===== src/rtl/brfu_pkg.sv =====
// Shared types for the branch functional unit: condition classes, default flag bit
// positions and the default-width result-queue entry.
package brfu_pkg;

  typedef enum logic [1:0] {
    ZERO   = 2'd0,
    POS    = 2'd1,
    MINVAL = 2'd2,
    NEG    = 2'd3
  } cond_class_e;

  localparam int BRFU_DATA_W    = 8;
  localparam int BRFU_ROBID_W   = 4;
  localparam int BRFU_FLAGS_W   = 8;
  localparam int BRFU_TAKEN_BIT = 5;
  localparam int BRFU_MISP_BIT  = 6;
  localparam int BRFU_QDEPTH    = 2;

  typedef struct packed {
    logic [BRFU_ROBID_W-1:0] robid;
    logic [7:0]              wbs;
    logic [BRFU_FLAGS_W-1:0] flags;
    logic [BRFU_DATA_W-1:0]  value;
  } brfu_entry_t;

endpackage


===== src/rtl/branch_fu_q_if.sv =====
// Issue, flush and CDB/ROB drain signals of branch_fu_q. The slave modport is the unit,
// the master modport is whoever issues and grants.
interface branch_fu_q_if #(
  parameter int DATA_W  = 8,
  parameter int ROBID_W = 4,
  parameter int FLAGS_W = 8
);
  logic                          input_transmit;
  logic [7:0]                    operand;
  logic [1:0][DATA_W-1:0]        depvals;
  logic [7:0]                    wbs;
  logic [FLAGS_W-1:0]            flags;
  logic [ROBID_W-1:0]            robid;
  logic                          flush;
  logic                          cdb_transmit;
  logic                          cdb_transmit_out;
  logic [ROBID_W-1:0]            cdb_id;
  logic [DATA_W-1:0]             cdb_val;
  logic                          rob_transmit;
  logic                          rob_transmit_out;
  logic [ROBID_W-1:0]            robid_out;
  logic [FLAGS_W-1:0]            flags_out;
  logic [7:0]                    wbs_out;
  logic [DATA_W-1:0]             value_out;
  logic                          busy;

  modport slave (
    input  input_transmit, operand, depvals, wbs, flags, robid, flush,
           cdb_transmit, rob_transmit,
    output cdb_transmit_out, cdb_id, cdb_val, rob_transmit_out, robid_out,
           flags_out, wbs_out, value_out, busy
  );

  modport master (
    output input_transmit, operand, depvals, wbs, flags, robid, flush,
           cdb_transmit, rob_transmit,
    input  cdb_transmit_out, cdb_id, cdb_val, rob_transmit_out, robid_out,
           flags_out, wbs_out, value_out, busy
  );
endinterface


===== src/rtl/brfu_resolve.sv =====
// Combinational branch resolution: classify the tested value, pick the taken bit from the
// condition mask and fold it into the flags. BRFU_PREDICT_EN adds the mispredict flag.
module brfu_resolve
  import brfu_pkg::*;
#(
  parameter int DATA_W    = 8,
  parameter int FLAGS_W   = 8,
  parameter int TAKEN_BIT = 5,
  parameter int MISP_BIT  = 6
) (
  input  logic [DATA_W-1:0]  a,
  input  logic [3:0]         cond_mask,
  input  logic               pred,
  input  logic [FLAGS_W-1:0] flags_in,
  output logic [FLAGS_W-1:0] flags_upd
);

  cond_class_e cls;
  logic        taken;

  always_comb begin
    cls       = cond_class_e'({a[DATA_W-1], |a[DATA_W-2:0]});
    taken     = cond_mask[cls];
    flags_upd = flags_in;
    flags_upd[TAKEN_BIT] = taken;
`ifdef BRFU_PREDICT_EN
    flags_upd[MISP_BIT] = taken ^ pred;
`else
    flags_upd[MISP_BIT] = flags_in[MISP_BIT];
`endif
  end

`ifndef BRFU_PREDICT_EN
  logic unused_pred;
  assign unused_pred = pred;
`endif

endmodule


===== src/rtl/branch_fu_q.sv =====
// Branch functional unit with a QDEPTH-entry result FIFO drained independently on the CDB
// and ROB channels. Optional prediction check under BRFU_PREDICT_EN.
module branch_fu_q
  import brfu_pkg::*;
#(
  parameter int DATA_W    = BRFU_DATA_W,
  parameter int ROBID_W   = BRFU_ROBID_W,
  parameter int FLAGS_W   = BRFU_FLAGS_W,
  parameter int TAKEN_BIT = BRFU_TAKEN_BIT,
  parameter int MISP_BIT  = BRFU_MISP_BIT,
  parameter int QDEPTH    = BRFU_QDEPTH
) (
  input logic          clk,
  input logic          rst,
  branch_fu_q_if.slave bus
);

  localparam int PTR_W = $clog2(QDEPTH);
  localparam int CNT_W = PTR_W + 1;

  typedef struct packed {
    logic [ROBID_W-1:0] robid;
    logic [7:0]         wbs;
    logic [FLAGS_W-1:0] flags;
    logic [DATA_W-1:0]  value;
  } entry_t;

  entry_t             mem [QDEPTH];
  entry_t             new_entry;
  logic [PTR_W-1:0]   head, tail;
  logic [CNT_W-1:0]   count;
  logic               cdb_done, rob_done;
  logic               head_valid, cdb_req, rob_req, cdb_fin, rob_fin;
  logic               push, pop, busy_i;
  logic [FLAGS_W-1:0] flags_upd;

  brfu_resolve #(
    .DATA_W    (DATA_W),
    .FLAGS_W   (FLAGS_W),
    .TAKEN_BIT (TAKEN_BIT),
    .MISP_BIT  (MISP_BIT)
  ) u_resolve (
    .a         (bus.depvals[0]),
    .cond_mask (bus.operand[7:4]),
    .pred      (bus.operand[3]),
    .flags_in  (bus.flags),
    .flags_upd (flags_upd)
  );

  logic unused_operand;
  assign unused_operand = ^bus.operand[2:0];

  always_comb begin
    new_entry.robid = bus.robid;
    new_entry.wbs   = bus.wbs;
    new_entry.flags = flags_upd;
    new_entry.value = bus.depvals[1];
  end

  // A channel counts as finished if it was done earlier or is granted now; the head pops
  // on the edge where both are finished, so the second grant completes the entry.
  always_comb begin
    busy_i     = (count == CNT_W'(QDEPTH));
    head_valid = (count != '0);
    cdb_req    = head_valid & ~cdb_done;
    rob_req    = head_valid & ~rob_done;
    cdb_fin    = cdb_done | (bus.cdb_transmit & cdb_req);
    rob_fin    = rob_done | (bus.rob_transmit & rob_req);
    pop        = head_valid & cdb_fin & rob_fin;
    push       = bus.input_transmit & ~busy_i & ~bus.flush;
  end

  always_ff @(posedge clk or negedge rst) begin
    if (!rst) begin
      head     <= '0;
      tail     <= '0;
      count    <= '0;
      cdb_done <= 1'b0;
      rob_done <= 1'b0;
    end else if (bus.flush) begin
      head     <= '0;
      tail     <= '0;
      count    <= '0;
      cdb_done <= 1'b0;
      rob_done <= 1'b0;
    end else begin
      if (push) tail <= tail + PTR_W'(1);
      if (pop) begin
        head     <= head + PTR_W'(1);
        cdb_done <= 1'b0;
        rob_done <= 1'b0;
      end else begin
        cdb_done <= cdb_fin;
        rob_done <= rob_fin;
      end
      count <= count + CNT_W'(push) - CNT_W'(pop);
    end
  end

  always_ff @(posedge clk or negedge rst) begin
    if (!rst) begin
      for (int i = 0; i < QDEPTH; i++) mem[i] <= '0;
    end else if (push) begin
      mem[tail] <= new_entry;
    end
  end

  assign bus.busy             = busy_i;
  assign bus.cdb_transmit_out = cdb_req;
  assign bus.rob_transmit_out = rob_req;
  assign bus.cdb_id           = mem[head].robid;
  assign bus.cdb_val          = mem[head].value;
  assign bus.robid_out        = mem[head].robid;
  assign bus.flags_out        = mem[head].flags;
  assign bus.wbs_out          = mem[head].wbs;
  assign bus.value_out        = mem[head].value;

endmodule


===== src/flat_wrapper.sv =====
// flat-port wrapper written by rule: the top's interface ports become plain ports
module branch_fu_q_flat import brfu_pkg::*;
#(
  parameter int DATA_W    = BRFU_DATA_W,
  parameter int ROBID_W   = BRFU_ROBID_W,
  parameter int FLAGS_W   = BRFU_FLAGS_W,
  parameter int TAKEN_BIT = BRFU_TAKEN_BIT,
  parameter int MISP_BIT  = BRFU_MISP_BIT,
  parameter int QDEPTH    = BRFU_QDEPTH
)
  (clk, rst, bus_input_transmit, bus_operand, bus_depvals, bus_wbs, bus_flags, bus_robid, bus_flush, bus_cdb_transmit, bus_rob_transmit, bus_cdb_transmit_out, bus_cdb_id, bus_cdb_val, bus_rob_transmit_out, bus_robid_out, bus_flags_out, bus_wbs_out, bus_value_out, bus_busy);
  branch_fu_q_if #(.DATA_W(DATA_W), .ROBID_W(ROBID_W), .FLAGS_W(FLAGS_W)) bus_i ();
  input logic clk;
  input logic rst;
  input wire logic [$bits(bus_i.input_transmit)-1:0] bus_input_transmit;
  input wire logic [$bits(bus_i.operand)-1:0] bus_operand;
  input wire logic [$bits(bus_i.depvals)-1:0] bus_depvals;
  input wire logic [$bits(bus_i.wbs)-1:0] bus_wbs;
  input wire logic [$bits(bus_i.flags)-1:0] bus_flags;
  input wire logic [$bits(bus_i.robid)-1:0] bus_robid;
  input wire logic [$bits(bus_i.flush)-1:0] bus_flush;
  input wire logic [$bits(bus_i.cdb_transmit)-1:0] bus_cdb_transmit;
  input wire logic [$bits(bus_i.rob_transmit)-1:0] bus_rob_transmit;
  output wire logic [$bits(bus_i.cdb_transmit_out)-1:0] bus_cdb_transmit_out;
  output wire logic [$bits(bus_i.cdb_id)-1:0] bus_cdb_id;
  output wire logic [$bits(bus_i.cdb_val)-1:0] bus_cdb_val;
  output wire logic [$bits(bus_i.rob_transmit_out)-1:0] bus_rob_transmit_out;
  output wire logic [$bits(bus_i.robid_out)-1:0] bus_robid_out;
  output wire logic [$bits(bus_i.flags_out)-1:0] bus_flags_out;
  output wire logic [$bits(bus_i.wbs_out)-1:0] bus_wbs_out;
  output wire logic [$bits(bus_i.value_out)-1:0] bus_value_out;
  output wire logic [$bits(bus_i.busy)-1:0] bus_busy;
  assign bus_i.input_transmit = bus_input_transmit;
  assign bus_i.operand = bus_operand;
  assign bus_i.depvals = bus_depvals;
  assign bus_i.wbs = bus_wbs;
  assign bus_i.flags = bus_flags;
  assign bus_i.robid = bus_robid;
  assign bus_i.flush = bus_flush;
  assign bus_i.cdb_transmit = bus_cdb_transmit;
  assign bus_i.rob_transmit = bus_rob_transmit;
  assign bus_cdb_transmit_out = bus_i.cdb_transmit_out;
  assign bus_cdb_id = bus_i.cdb_id;
  assign bus_cdb_val = bus_i.cdb_val;
  assign bus_rob_transmit_out = bus_i.rob_transmit_out;
  assign bus_robid_out = bus_i.robid_out;
  assign bus_flags_out = bus_i.flags_out;
  assign bus_wbs_out = bus_i.wbs_out;
  assign bus_value_out = bus_i.value_out;
  assign bus_busy = bus_i.busy;
  branch_fu_q #(.DATA_W(DATA_W), .ROBID_W(ROBID_W), .FLAGS_W(FLAGS_W), .TAKEN_BIT(TAKEN_BIT), .MISP_BIT(MISP_BIT), .QDEPTH(QDEPTH)) u_core (.clk(clk), .rst(rst), .bus(bus_i));
endmodule

===== config.mk =====
export PLATFORM = sky130hd
export DESIGN_NAME = branch_fu_q_flat
export DESIGN_NICKNAME = d
export VERILOG_FILES = /design/src/rtl/brfu_pkg.sv /design/src/rtl/branch_fu_q_if.sv /design/src/rtl/brfu_resolve.sv /design/src/rtl/branch_fu_q.sv /design/src/flat_wrapper.sv
export SDC_FILE = /design/constraint.sdc
export NUM_CORES = 1
export LEC_CHECK = 0
export BUFFER_PORTS_ARGS = -buffer_cell sky130_fd_sc_hd__buf_2
export CORE_ASPECT_RATIO = 0.7
export CORE_MARGIN = 2
export CORE_UTILIZATION = 40
export CTS_BUF_LIST = sky130_fd_sc_hd__clkbuf_4 sky130_fd_sc_hd__clkbuf_8
export DETAILED_ROUTE_END_ITERATION = 8
export PLACE_DENSITY = 0.75
export SLEW_MARGIN = 20
export SYNTH_ARGS = -nofsm -noshare
export SYNTH_HDL_FRONTEND = slang
export SYNTH_SLANG_ARGS = --single-unit

===== constraint.sdc =====
create_clock -name clk -period 2.52 [get_ports clk]
set_input_delay 0.252 -clock clk [delete_from_list [all_inputs] [get_ports clk]]
set_output_delay 0.252 -clock clk [all_outputs]
set_load 0.1 [all_outputs]

==> summary.txt <==
Status - finished, final reports clean
Post-Syn Area - 3000 um^2
Root Driver - clkbuf_8
Crit. End Element - output pin
Largest fanout on the critical path - 16
Critical Path AT - 1660 ps
Ant. Diodes - 0
Core ar. - 7290 um^2
Clk_lat worst skew - 340 ps
CTS Buf Count - 9
Flop-to-flop setup slack - 740 ps
Most used DFF post-synth - dfrtp_1
Vias per cell - 4.75
Post-Route WL - 5.80 mm
Placer's final routability congestion estimate - 0.773
Clock sinks - 62
Largest net degree at the start of global routing - 29
Critical path destination - bus_robid_out[0]
PortBufs - 87
CP Depth - 3
Reg2Reg Depth - 5
First-pass GRT wire length - 9.60 mm
Total Routing Usage GR - 15.2%
Wire length per cell - 14.6 um
Grt total ovfl - 0
Vias - 1,890
H-tree levels - 3
Max-slew violation count - 0
Pin slew with the least headroom to its limit - 504 ps
Total negative setup slack - 0 ps
YS warnings - 0
Endpoints failing hold - 0
Share of cells above drive strength 1 - 66.3%
Tcrit/Tclk final - 75.8%
Synth Instances - 208
Final setup fails - 0
Synth cell types - 31
Reg2reg end - u_core.mem[6]
Sequential area share after synthesis - 51.8%
Antenna viol nets, final - 0
WHS Path Cells - 2
Top cell type's share of synthesized area - 51.8%
Clk slew on worst S/H paths - 60 ps
PostCTS Resize Cnt - 0
Worst Setup SP - u_core.head
Critical-path cell list - buf_4 -> mux2_2 -> buf_2
Row Count - 26
Post-synth EDFFs - 0
Fraction of registers with async set or reset after synthesis - 100%
Post-synth top area cell - dfrtp_1
Critical Path Max Stage Delay - 440 ps
Die H - 76.4 um
Mean post-synth cell area - 14.4 um^2
CP top delay family - buffers and inverters
CTS tree - done
CP required - 2270 ps
Commonest cells in the netlist - mux2_2 (63), dfrtp_1 (62), mux2_4 (19)
Dpl hpwl - 4.13 mm
Crit path kind - reg -> out
Worst-case clock buffer depth - 2
RSZ-0062 raised after global routing - false
Hold Path Class - in -> reg
Final Critical Period - 1910 ps
Worst slew margin - 66.6%
IO Pins - 93
Post-CTS Setup Bufs - 0
# hold bufs at CTS - 1
Mapped Nets - 260
Number of remaining DRC errors - 0
Most common cell in the netlist - mux2_2
DRT iter0 DRCs - 50
Vias in the first global route - 1,971
Starting Density - 41.1%
Slowest CP cell - buf_2
Max Clock Freq - 524 MHz
Area Overhead vs Synth - 24.6%
Die Width - 107 um
Worst Skew - 4.54 ps
DRT Pass-1 Iters - 4
Max-Cap Viols - 0
Synth area leaders - dfrtp_1 (52%), mux2_2 (24%), mux2_4 (9.5%)
Crit start category - register
R2R Path Start - u_core.count[0]
Yosys reg bits - 62
Buf+Inv Stages, Crit Path - 2
Hold WS - 153 ps
Total Nets Final - 347
Initial antenna violation count - 0
Die Outline Area - 8210 um^2
worst register-to-register path, stage by stage (launching register included):
cell and delay (ps):
dfrtp_1 410, nand2b_4 170, inv_4 60, or3_2 460
buf_4 240, mux2_4 330
metal layers:
layer	vias to the layer above	wire length, um	track usage, %
li1	905	-	-
met1	918	2640	19.2
met2	63	2680	23.7
met3	4	435	6.16
met4	0	44	5.38
met5	-	0	0
placed cells by master, fill, tap and decap left out, types with 2 or more instances in the layout:
master / count
nor3_1: 3
nor2b_1: 2
inv_1: 4
buf_4: 8
nor2_1: 7
clkbuf_8: 12
mux2_4: 19
buf_2: 85
buf_12: 2
or3_1: 2
mux2_2: 63
a21oi_1: 4
ha_1: 2
o31ai_1: 3
bufinv_16: 2
dfrtp_1: 62
registers in the layout, summed over array words and instances (netlist names):
signal / cells
u_core.tail: 1
u_core.count: 2
u_core.cdb_done: 1
u_core.rob_done: 1
u_core.mem: 56
u_core.head: 1
cell type report:
cell class                      instances  area, um^2
Fill cell                             640        3550
Multi-Input combinational cell        121        1260
Timing Repair Buffer                   96         536
Sequential cell                        62        1550
Clock inverter                          3        65.1
Clock buffer                           13         173
Tap cell                               98         123
Inverter                                5        21.3
stage by stage:
stage / std cells / util, % / instance area (um^2) / setup slack, ps
floorplan: 208 / - / 3000 / 520
detailed placement: 381 / 47.8 / 3480 / 718
finish: 398 / 51.2 / 3730 / 611
global route: 398 / 51.2 / 3730 / 519
CTS: 398 / 51.2 / 3730 / 579
global placement: 381 / 47.8 / 3480 / 707
cell families after synthesis:
group / Yosys count / synth area share, %
buf+inv: 25 / 6.30
xor+xnor: 2 / 0.585
compound gates: 12 / 2.76
mux: 83 / 33.5
simple gates: 22 / 4.22
fa+ha+maj: 2 / 0.835
flops: 62 / 51.8
how the worst min path moves through the flow:
stage                      endpoint         start  slack (ps)
floorplan           u_core.cdb_done           rst         -40
global placement     u_core.mem[16]           rst         160
detailed placement   u_core.mem[16]           rst         170
CTS                  u_core.mem[52]  bus_robid[0]         140
global route         u_core.mem[14]  bus_flags[6]         140
finish                  u_core.tail     bus_flush         150
Power is left out: the tool's default activity adds up to more than one toggle a clock period on the data nets, which glitch-free logic cannot reach.
